<file path="src/rtl/vpu_inst_dispatch.sv">
// vpu_inst_dispatch: instruction FIFO plus issue/wait FSM feeding the VPU sequencer
module vpu_inst_dispatch #(
    parameter int DEPTH   = 8,
    parameter int OP_W    = 4,
    parameter int NUM_OPS = 8,
    parameter int TIMEOUT = 64,
    parameter int CNT_W   = 16
) (
    input  logic                     clk,
    input  logic                     rst,
    input  logic                     in_valid,
    output logic                     in_ready,
    input  logic [31:0]              in_inst,
    input  logic                     flush,
    output logic [31:0]              inst,
    output logic                     mem_rdy,
    output logic                     mem_read_en,
    output logic                     mem_write_en,
    input  logic                     done,
    output logic                     busy,
    output logic [$clog2(DEPTH):0]   fifo_count,
    output logic [CNT_W-1:0]         retired,
    output logic                     err_timeout,
    output logic                     err_illegal
);
    localparam int AW = $clog2(DEPTH);
    localparam int CW = AW + 1;
    localparam int WW = $clog2(TIMEOUT);
    localparam logic [OP_W:0] NOPS = (OP_W + 1)'(NUM_OPS);

    typedef enum logic [1:0] {IDLE, ISSUE, WAIT_DONE} state_t;

    state_t          state_q;
    logic [31:0]     mem_q [DEPTH];
    logic [AW-1:0]   wr_q, rd_q;
    logic [CW-1:0]   cnt_q, cnt_d;
    logic [WW-1:0]   wd_q;
    logic [31:0]     head;
    logic            empty, illegal, pop, push;

    assign head       = mem_q[rd_q];
    assign empty      = cnt_q == '0;
    assign illegal    = {1'b0, head[OP_W-1:0]} >= NOPS;
    // Head leaves the FIFO whenever IDLE sees it, issued or discarded
    assign pop        = state_q == IDLE && !empty && !flush;
    // A full FIFO still accepts when the head is leaving the same cycle
    assign in_ready   = !flush && (cnt_q != CW'(DEPTH) || pop);
    assign push       = in_valid && in_ready;
    assign cnt_d      = flush ? '0 : cnt_q + CW'(push) - CW'(pop);
    assign busy       = !empty || state_q != IDLE;
    assign fifo_count = cnt_q;

    // Storage array; no reset needed since occupancy gates every read
    always_ff @(posedge clk) begin
        if (rst && push) mem_q[wr_q] <= in_inst;
    end

    // FIFO pointers and occupancy; flush returns everything to empty
    always_ff @(posedge clk) begin
        if (!rst) begin
            wr_q  <= '0;
            rd_q  <= '0;
            cnt_q <= '0;
        end else begin
            wr_q  <= flush ? '0 : wr_q + AW'(push);
            rd_q  <= flush ? '0 : rd_q + AW'(pop);
            cnt_q <= cnt_d;
        end
    end

    // Issue FSM with registered sequencer outputs, watchdog and status
    always_ff @(posedge clk) begin
        if (!rst) begin
            state_q      <= IDLE;
            inst         <= '0;
            mem_rdy      <= 1'b0;
            mem_read_en  <= 1'b0;
            mem_write_en <= 1'b0;
            wd_q         <= '0;
            retired      <= '0;
            err_timeout  <= 1'b0;
            err_illegal  <= 1'b0;
        end else begin
            mem_rdy <= 1'b0;
            case (state_q)
                IDLE: begin
                    if (pop && illegal) err_illegal <= 1'b1;
                    if (pop && !illegal) begin
                        inst    <= head;
                        mem_rdy <= 1'b1;
                        state_q <= ISSUE;
                    end
                end
                ISSUE: begin
                    mem_read_en  <= 1'b1;
                    mem_write_en <= 1'b1;
                    wd_q         <= '0;
                    state_q      <= WAIT_DONE;
                end
                WAIT_DONE: begin
                    if (done || wd_q == WW'(TIMEOUT - 1)) begin
                        mem_read_en  <= 1'b0;
                        mem_write_en <= 1'b0;
                        state_q      <= IDLE;
                    end
                    if (done) retired <= retired + CNT_W'(1);
                    else if (wd_q == WW'(TIMEOUT - 1)) err_timeout <= 1'b1;
                    else wd_q <= wd_q + WW'(1);
                end
                default: state_q <= IDLE;
            endcase
        end
    end
endmodule

</file>
<file path="config.mk">
export PLATFORM = sky130hd
export DESIGN_NAME = vpu_inst_dispatch
export DESIGN_NICKNAME = d
export VERILOG_FILES = /design/src/rtl/vpu_inst_dispatch.sv
export SDC_FILE = /design/constraint.sdc
export NUM_CORES = 1
export LEC_CHECK = 0
export BUFFER_PORTS_ARGS = -buffer_cell sky130_fd_sc_hd__buf_2
export CORE_MARGIN = 5
export CORE_UTILIZATION = 56
export CTS_CLUSTER_DIAMETER = 40
export DETAILED_ROUTE_END_ITERATION = 10
export GPL_TIMING_DRIVEN = 0
export PLACE_DENSITY = 0.8
export SYNTH_ARGS = -nofsm -noshare
export SYNTH_HDL_FRONTEND = slang
export SYNTH_SLANG_ARGS = --single-unit
</file>
<file path="constraint.sdc">
create_clock -name clk -period 6.8 [get_ports clk]
set_input_delay 1.02 -clock clk [delete_from_list [all_inputs] [get_ports clk]]
set_output_delay 1.02 -clock clk [all_outputs]
set_load 0.1 [all_outputs]
</file>
Yosys cells after proc, flatten, opt, wreduce, memory -nomap -nowiden
Memories as Yosys holds them, arrays and structs flattened. A register that Yosys moved wholly into a read port is not among the register bits.
Cells that the tools add are included.
Widths: inputs -> output; s select.
{"block": "op_classes", "add_sub_neg": 6, "n_eq_ne": 8, "n_lt_le_gt_ge": 1, "n_bitwise": 2, "n_reduce_logical": 26, "muxes": 12}
{"cell": "$add 16x1->16 const B", "n": 1}
{"cell": "$mux 6", "n": 2}
{"cell": "$pmux 6 s2", "n": 1}
{"cell": "$reduce_and 2->1", "n": 6}
{"cell": "$logic_and 1x1->1", "n": 7}
{"cell": "$add 3x1->3", "n": 2}
{"cell": "$add 6x1->6 const B", "n": 1}
{"cell": "$eq 6x6->1 const B", "n": 1}
{"cell": "$ne 2x2->1 const B", "n": 3}
{"cell": "$pmux 2 s3", "n": 1}
{"cell": "$reduce_and 3->1", "n": 2}
{"cell": "$add 4x1->4", "n": 1}
{"cell": "$ge 4x4->1 const B", "n": 1}
{"cell": "$logic_not 4->1", "n": 1}
{"cell": "$mux 1", "n": 4}
{"cell": "$mux 2", "n": 2}
{"cell": "$ne 4x4->1 const B", "n": 1}
{"cell": "$reduce_bool 2->1", "n": 2}
{"cell": "$sub 4x1->4", "n": 1}
{"cell": "$logic_not 1->1", "n": 3}
{"cell": "$logic_or 1x1->1", "n": 3}
{"cell": "$mux 3", "n": 1}
{"cell": "$eq 2x1->1 const B", "n": 1}
{"cell": "$eq 2x2->1 const B", "n": 1}
{"cell": "5 further kinds", "n": 6}
{"block": "word_totals", "ramBits": 256, "reg_bits": 70, "mem_count": 1, "wordCells": 67, "output_inout_bits": 59, "in_bits": 37}
{"name": "mem_q", "depth": 8, "width": 32, "read_ports": 1, "rd_ports_with_merged_regs": 1, "wr": 1, "line": "34", "text": "logic [31:0] mem_q [DEPTH];"}

Longest topological paths before layout
Gate-level depths: netlist (run 1).
{"block": "logic_depth", "depth_word": 10, "ltp_mapped": 13, "mapped_depth_nobuf": 13}

Worst setup path before layout (run 1)
Ideal clock, no wire load.
{"block": "synth_timing", "kind": "register to register", "from": "register cnt_q[2], in the netlist fifo_count[2]", "to": "memory mem_q[1][0] (enable)", "setup_slack_ns": 0.391, "t_required_ns": 6.339, "arrival_time_ns": 5.947, "path_stages_with_launch": 8, "cell_sequence": "dfxtp_1 inv_1 ha_1 nand2b_1 a31oi_1 and2_1 nand3_1 nor3_1"}
{"block": "synth_between", "elab_chain_cells": 10, "elab_cells_between_ends": 11, "classes_between": "1 x eq/ne; 2 x mux; 8 x reduce/logical"}
{"element": "start: declaration", "line": "36", "text": "logic [CW-1:0] cnt_q, cnt_d;"}
{"element": "start signal: assignment", "line": "67", "text": "cnt_q <= cnt_d;"}
{"element": "$logic_not 4->1", "line": "42", "text": "assign empty = cnt_q == '0;"}
{"element": "$logic_not 1->1", "line": "45", "text": "assign pop = state_q == IDLE && !empty && !flush;"}
{"element": "$logic_and 1x1->1 (2 in a row)", "line": "45"}
{"element": "$logic_or 1x1->1 (*)", "line": "47", "text": "assign in_ready = !flush && (cnt_q != CW'(DEPTH) || pop);"}
{"element": "$logic_and 1x1->1 (*)", "line": "47"}
{"element": "named net in_ready", "line": "12", "text": "output logic in_ready,"}
{"element": "$logic_and 1x1->1 (*)", "line": "48", "text": "assign push = in_valid && in_ready;"}
{"element": "$logic_and 1x1->1 (*)", "line": "55", "text": "if (rst && push) mem_q[wr_q] <= in_inst;"}
{"element": "$mux 1 (*)", "line": "55"}
{"element": "$mux 1 (not written as such) (*)", "line": "55"}
{"element": "end: declaration", "line": "34"}
Mark *: on every way through the listed nets, which the timed path passes. The rest lies on a longest branch.

Final worst setup path (run 1)
{"block": "layout_timing", "from": "input rst", "to": "memory mem_q[1][31] (enable)"}
{"block": "layout_between", "elab_chain_cells": 3}
{"element": "start: declaration", "line": "10", "text": "input logic rst,"}
{"element": "$logic_and 1x1->1", "line": "55"}
{"element": "$mux 1", "line": "55"}
{"element": "$mux 1 (not written as such)", "line": "55"}
No other way between the ends.

==> run_results.csv, run 1 <==
group,metric,value,unit
worst_setup_path,cp.arrival,3.49,ns
clock_network,clk_latency,0.53,ns
die,core-area,22430,um^2
timing,finalSetupTns,0,ns
worst_setup_path,worstPathMaxFanout,10,
clock_network,cts_sinks,326,
clock_network,htree_num_levels,2,
worst_setup_path,r2r_setup_slack,3.74,ns
detailed_routing,dr.pass1.iters,5,
place,dpl_cell_area,13720,um^2
timing,relSlewSlack,0.3573,
timing,timing.final.max_slew_violations,0,
layout,fin_area,15070,um^2
die,die_area,25660,um^2
pwr,p_leak,0.005475,uW
die,io_pins,96,
clock_network,cts_made_buffers,41,
die,start_util,0.5630,
grt,gr-total-overflow,0,
layout,area_growth,19.35,%
synthesis,synth-seq-cells,326,
synthesis,async_reset_ff_frac,0,
hold_path,whs_path_depth,2,
synthesis,syn-num-nets,748,
timing,hold_ws,0.4747,ns
detailed_routing,wl_met1,10.64,mm
detailed_routing,final_antenna_net_count,0,
clock_network,post_cts_buffers,0,
timing,tightest_slew,0.9640,ns
timing,setup_viol,0,
layout,drive_gt1_frac,0.3032,
synthesis,synthTopCellsByArea,"edfxtp_1 (61%), dfxtp_1 (11%), mux4_2 (11%)",
synthesis,ys_seq_area_frac,0.7196,
grt,grt_max_degree,24,
clock_network,clk_pin_slew,0.06,ns
die,die_y,160.2,um
synthesis,synth_top_family_by_area,"multiplexers",
place,io_buffers,94,
timing,final.period_utilization,0.4808,
worst_setup_path,reg2reg_from,"fifo_count[2]$_SDFF_PP0_",
synthesis,synthTopCellsByCount,"edfxtp_1 (256), dfxtp_1 (70), mux4_2 (62)",
place,gp_congestion,0.7842,
clock_network,cts_buffer_depth,3,
layout,nNetsFinal,897,
detailed_routing,num_vias,6746,
synthesis,yosys.area_share.xor_xnor,0.01387,
synthesis,yosys.cell_count.top_type,"edfxtp_1",
clock_network,root_buffer,"clkbuf_16",
detailed_routing,dr_wl_met3,1.646,mm
synthesis,yosysTopAreaCellShare,0.6086,
place,hpwl,16.48,mm
detailed_routing,routedWlPerCell,22.62,um
timing,rsz0062_at_grt,"no",
worst_setup_path,worstSetupPathType,"input port to flip-flop",
synthesis,synth-compound-area-share,0.04032,
grt,grt.total_usage,0.2074,
clock_network,cts_hold_buffers,0,
worst_setup_path,path_delay_family,"buffers and inverters",
detailed_routing,wl_met2,13.48,mm
hold_path,hold_path.class,"flip-flop to flip-flop",
pwr,peakVddDrop,0.0002720,V
timing,fmax,305.9,MHz
synthesis,synth-simple-area-share,0.04963,
outcome,outcome,"completed",
detailed_routing,top_layer,"met5",
clock_network,cts_resized,0,
worst_setup_path,critPathBufInv,4,
synthesis,yosys.area.top_type,"edfxtp_1",
worst_setup_path,start_kind,"input port",
grt,grt_pass1_vias,7041,
synthesis,synth_cells,694,
worst_setup_path,path_cells,"clkbuf_1, clkbuf_1, nand3_1, nor3_2, buf_8, buf_8",
die,die_w,160.2,um
worst_setup_path,crit_path_end_kind,"flip-flop",
layout,n_antenna_cell,0,
detailed_routing,vias_per_cell,5.821,
hold_path,min-delay-start,"state_q[1]$_SDFFE_PN0P_",
hold_path,min_to,"state_q[1]$_SDFFE_PN0P_",
synthesis,yosysWarningCount,0,
detailed_routing,drtIter0Drc,487,
layout,nFillCells,1470,
synthesis,synth.cell_area,12630,um^2
timing,fin_skew,0.02329,ns
worst_setup_path,r2r_cells,9,
synthesis,synthAdderAreaFrac,0.01743,
detailed_routing,wl,26.22,mm
synthesis,yosysUniqueCellTypes,43,
pwr,powerDensity,333.6,nW/um^2
synthesis,synth_edf_count,256,
synthesis,syn_area_per_cell,18.20,um^2
synthesis,muxShareOfSynthArea,0.1401,
worst_setup_path,cpPeakStageDelay,0.83,ns
timing,hold_violations,0,
worst_setup_path,cpMaxStageDelayCell,"nor3_2",
die,rows,55,
clock_network,cts_tree,"built",
synthesis,ys.flop_type,"edfxtp_1",
worst_setup_path,cp.required,7.02,ns
detailed_routing,drc,0,
timing,period_minus_slack,3.269,ns
flow_run,cap_violations,0,
grt,antenna_found_initial,2,
grt,grt_pass1_wl,40.88,mm
worst_setup_path,timing.rr.end,"mem_q[1][31]$_DFFE_PP_",
-- cell families (layout without fill, tap and decap cells) --
kind of cell | count (synthesis) | count (layout)
multiplexers | 99 | 99
flip-flops | 326 | 326
AND/OR/NAND/NOR | 125 | 125
XOR/XNOR | 20 | 20
buffers and inverters | 47 | 227
AO/OA/AOI/OAI | 60 | 60
adder cells (fa/ha/maj) | 17 | 17
-- metrics by stage --
step | setup WS (ns) | utilization | power (uW) | instances
after floorplan | 0.3914 | - | 2823 | 694
after global placement | -0.1803 | 0.5999 | 2950 | 1073
after detailed placement | 2.964 | 0.6117 | 2965 | 1085
after CTS | 3.490 | 0.6719 | 5066 | 1159
after global routing | 3.339 | 0.6719 | 5205 | 1159
final | 3.531 | 0.6719 | 5029 | 1159
-- sequential cells by signal, summed over array words and instances (netlist names), 2 cells and up --
register / count
mem_q: 256
inst: 32
retired: 16
wr_q: 3
fifo_count: 4
state_q: 2
rd_q: 3
wd_q: 6
-- worst max path at each step --
stage | slack, ns | cells past startpoint | end | start
after floorplan | 0.39 | 7 | mem_q[1][0]$_DFFE_PP_ | fifo_count[2]$_SDFF_PP0_
after global placement | -0.18 | 4 | mem_q[1][7]$_DFFE_PP_ | rst
after detailed placement | 2.96 | 6 | mem_q[1][7]$_DFFE_PP_ | rst
after CTS | 3.49 | 6 | mem_q[1][31]$_DFFE_PP_ | rst
after global routing | 3.34 | 6 | mem_q[1][7]$_DFFE_PP_ | rst
final | 3.53 | 6 | mem_q[1][31]$_DFFE_PP_ | rst
-- layout by cell type (no fill, tap or decap), types with 9 or more instances in the layout --
| master | instances |
|---|---|
| and2_1 | 21 |
| buf_2 | 101 |
| clkbuf_1 | 20 |
| clkbuf_16 | 41 |
| clkinvlp_4 | 10 |
| dfxtp_1 | 70 |
| edfxtp_1 | 256 |
| ha_1 | 16 |
| inv_1 | 13 |
| mux2i_1 | 35 |
| mux4_2 | 62 |
| nand2_1 | 42 |
| nand3_1 | 9 |
| nor2_1 | 11 |
| o211a_1 | 31 |
| xnor2_1 | 14 |
-- where the power goes --
group	internal [uW]	leakage, uW	switching, uW
Sequential	2200	0.00287	27.8
Combinational	175	0.00197	518
Clock	1260	0.000631	844
-- worst reg2reg max path: stages, from the launching register on --
cell and delay, ns:
dfxtp_1 0.32, inv_1 0.08, ha_1 0.22, nand2b_1 0.14, a31oi_1 0.21, and2_1 0.24
nand3_1 0.32, nor3_2 0.83, buf_8 0.24, buf_8 0.17
-- per-layer routing --
layer,up-vias,global-route usage
li1,3032,-
met1,3429,0.2743
met2,243,0.3561
met3,38,0.04129
met4,4,0.05475
met5,-,0
-- cell type report --
type | count | area [um^2] | area share
clock inverters | 28 | 286.5 | 0.01901
clock buffers | 46 | 1065 | 0.07063
inverters | 13 | 48.80 | 0.003237
flip-flops and latches | 326 | 9089 | 0.6029
repair buffers | 106 | 680.7 | 0.04515
plain buffers | 34 | 192.7 | 0.01278
multi-input cells | 321 | 3356 | 0.2226
well taps | 285 | 356.6 | 0.02366
Note: power is estimated with default switching activity, not from simulation.
==> run 2: changes to the inputs <==
--- a/config.mk
+++ b/config.mk
@@ -7,11 +7,11 @@
 export LEC_CHECK = 0
 export BUFFER_PORTS_ARGS = -buffer_cell sky130_fd_sc_hd__buf_2
 export CORE_MARGIN = 5
-export CORE_UTILIZATION = 56
+export CORE_UTILIZATION = 54
 export CTS_CLUSTER_DIAMETER = 40
 export DETAILED_ROUTE_END_ITERATION = 10
 export GPL_TIMING_DRIVEN = 0
-export PLACE_DENSITY = 0.8
+export PLACE_DENSITY = 0.81
 export SYNTH_ARGS = -nofsm -noshare
 export SYNTH_HDL_FRONTEND = slang
 export SYNTH_SLANG_ARGS = --single-unit
==> constraint.sdc (replaced) <==
create_clock -name clk -period 3 [get_ports clk]
set_input_delay 0.45 -clock clk [delete_from_list [all_inputs] [get_ports clk]]
set_output_delay 0.45 -clock clk [all_outputs]
set_load 0.1 [all_outputs]
==> run_results.csv, run 2 (synthesized netlist as in run 1, its figures left out) <==
group,metric,value,unit
clock_network,cts_sinks,326,
clock_network,cts_hold_buffers,0,
worst_setup_path,worstPathMaxFanout,32,
die,die_y,162.9,um
grt,grt_pass1_vias,6960,
grt,grt_use_met3,0.04303,
layout,reg.largest.list,"mem_q (256), inst (32), retired (16)",
layout,largest_register_ffs,256,
layout,finalNonFillerCells,1174,
clock_network,cts_made_buffers,37,
detailed_routing,num_vias,6688,
hold_path,hold_path.class,"input port to flip-flop",
worst_setup_path,start_kind,"flip-flop",
grt,top_usage_layer,"met2",
timing,tightest_slew,1.248,ns
worst_setup_path,worstSetupPathType,"flip-flop to flip-flop",
die,rows,56,
detailed_routing,routedWlPerCell,22.02,um
layout,final_cell_mix,"edfxtp_1 (256), buf_2 (101), dfxtp_1 (66)",
grt,grt_pass1_wl,39.76,mm
place,io_buffers,94,
timing,period_minus_slack,2.808,ns
die,io_pins,96,
grt,grt.total_usage,0.1980,
worst_setup_path,cp.arrival,2.92,ns
worst_setup_path,cpPeakStageDelay,1.04,ns
clock_network,root_buffer,"clkbuf_16",
detailed_routing,final_antenna_net_count,0,
timing,fin_skew,0.01004,ns
layout,n_antenna_cell,0,
layout,nNetsFinal,885,
worst_setup_path,r2r_cells,7,
clock_network,cts_resized,0,
hold_path,whs_path_depth,1,
die,die_w,162.9,um
detailed_routing,vias_per_cell,5.697,
clock_network,cts_tree,"built",
die,core-area,23260,um^2
place,dp.cells,1111,
timing,fin_ws,0.1920,ns
flow_run,cap_violations,0,
layout,largest-register,"mem_q",
timing,final.period_utilization,0.9360,
place,dp_slack,-0.1944,ns
pwr,p_leak,0.005370,uW
timing,fmax,356.1,MHz
die,start_util,0.5430,
worst_setup_path,path_cells,"inv_1, ha_4, nand2b_4, a31oi_4, and2_4, nand3b_1, nor2_4",
timing,rsz0062_at_grt,"no",
layout,mostFrequentLayoutCell,"edfxtp_1",
detailed_routing,wl,25.85,mm
grt,grt_use_met2,0.3389,
grt,gr-total-overflow,0,
layout,area_growth,18.06,%
clock_network,post_cts_buffers,0,
clock_network,clk_pin_slew,0.06,ns
worst_setup_path,cpMaxStageDelayCell,"nor2_4",
clock_network,htree_num_levels,2,
grt,grt_max_degree,33,
pwr,peakVddDrop,0.0006457,V
outcome,outcome,"completed",
timing,relSlewSlack,0.1662,
detailed_routing,dr.pass1.iters,5,
layout,fin_util,0.6410,
timing,setup_viol,0,
pwr,powerDensity,737.4,nW/um^2
timing,timing.final.max_slew_violations,0,
die,die_area,26550,um^2
clock_network,cts_buffer_depth,3,
worst_setup_path,crit_path_end_kind,"flip-flop",
place,gp_congestion,0.8187,
clock_network,clk_latency,0.50,ns
layout,drive_gt1_frac,0.2959,
grt,grt_use_met1,0.2580,
grt,antenna_found_initial,2,
place,hpwl,15.31,mm
detailed_routing,drtIter0Drc,701,
timing,hold_violations,0,
detailed_routing,drc,0,
worst_setup_path,cp.required,3.11,ns
## run 2: layout make-up
type / instances / area (um^2)
sequential: 326 / 9104
fill: 1642 / 8351
multi-input combinational: 321 / 3423
clock buffer: 46 / 979.7
timing repair buffer: 98 / 568.0
tap: 319 / 399.1
clock inverter: 17 / 193.9
buffer: 34 / 192.7
inverter: 13 / 51.30
## run 2: power by group
part / internal (uW) / switching (uW)
clock network: 2600 / 1710
logic: 429 / 1200
registers: 4990 / 68.2
## run 2: path summary, 6_finish.rpt
kind,to,slack (ns),from
worst min register to register,inst[3]$_SDFFE_PN0P_,0.48,inst[3]$_SDFFE_PN0P_
worst max register to register,mem_q[6][18]$_DFFE_PP_,0.19,state_q[0]$_SDFFE_PN0P_
worst max-delay path,mem_q[6][18]$_DFFE_PP_,0.19,state_q[0]$_SDFFE_PN0P_
worst min-delay path,mem_q[6][20]$_DFFE_PP_,0.21,in_inst[20]
## run 2: through the flow
step	total power, uW	hold WS [ns]	cell area [um^2]	setup TNS [ns]
CTS	11070	0.1888	14900	0
floorplan	6435	0.4515	12760	-29.69
finish	11000	0.2078	14910	0
detailed placement	6766	0.4680	13730	-17.10
global route	11370	0.2067	14910	0
global placement	6723	0.4656	13630	-48.27
## run 2: layer usage
metal | vias up | part of all wire | routed length [um]
li1 | 3005 | - | -
met1 | 3362 | 0.39 | 10070
met2 | 265 | 0.51 | 13200
met3 | 52 | 0.077 | 1993
met4 | 4 | 0.022 | 564
met5 | - | 0.0010 | 27
## run 2: worst max-delay path, delay by kind of cell (launching register included)
kind / cells / cell delay, ns
simple gates: 4 / 1.60
flops: 1 / 0.33
fa+ha+maj: 1 / 0.20
buf+inv: 1 / 0.15
compound gates: 1 / 0.12
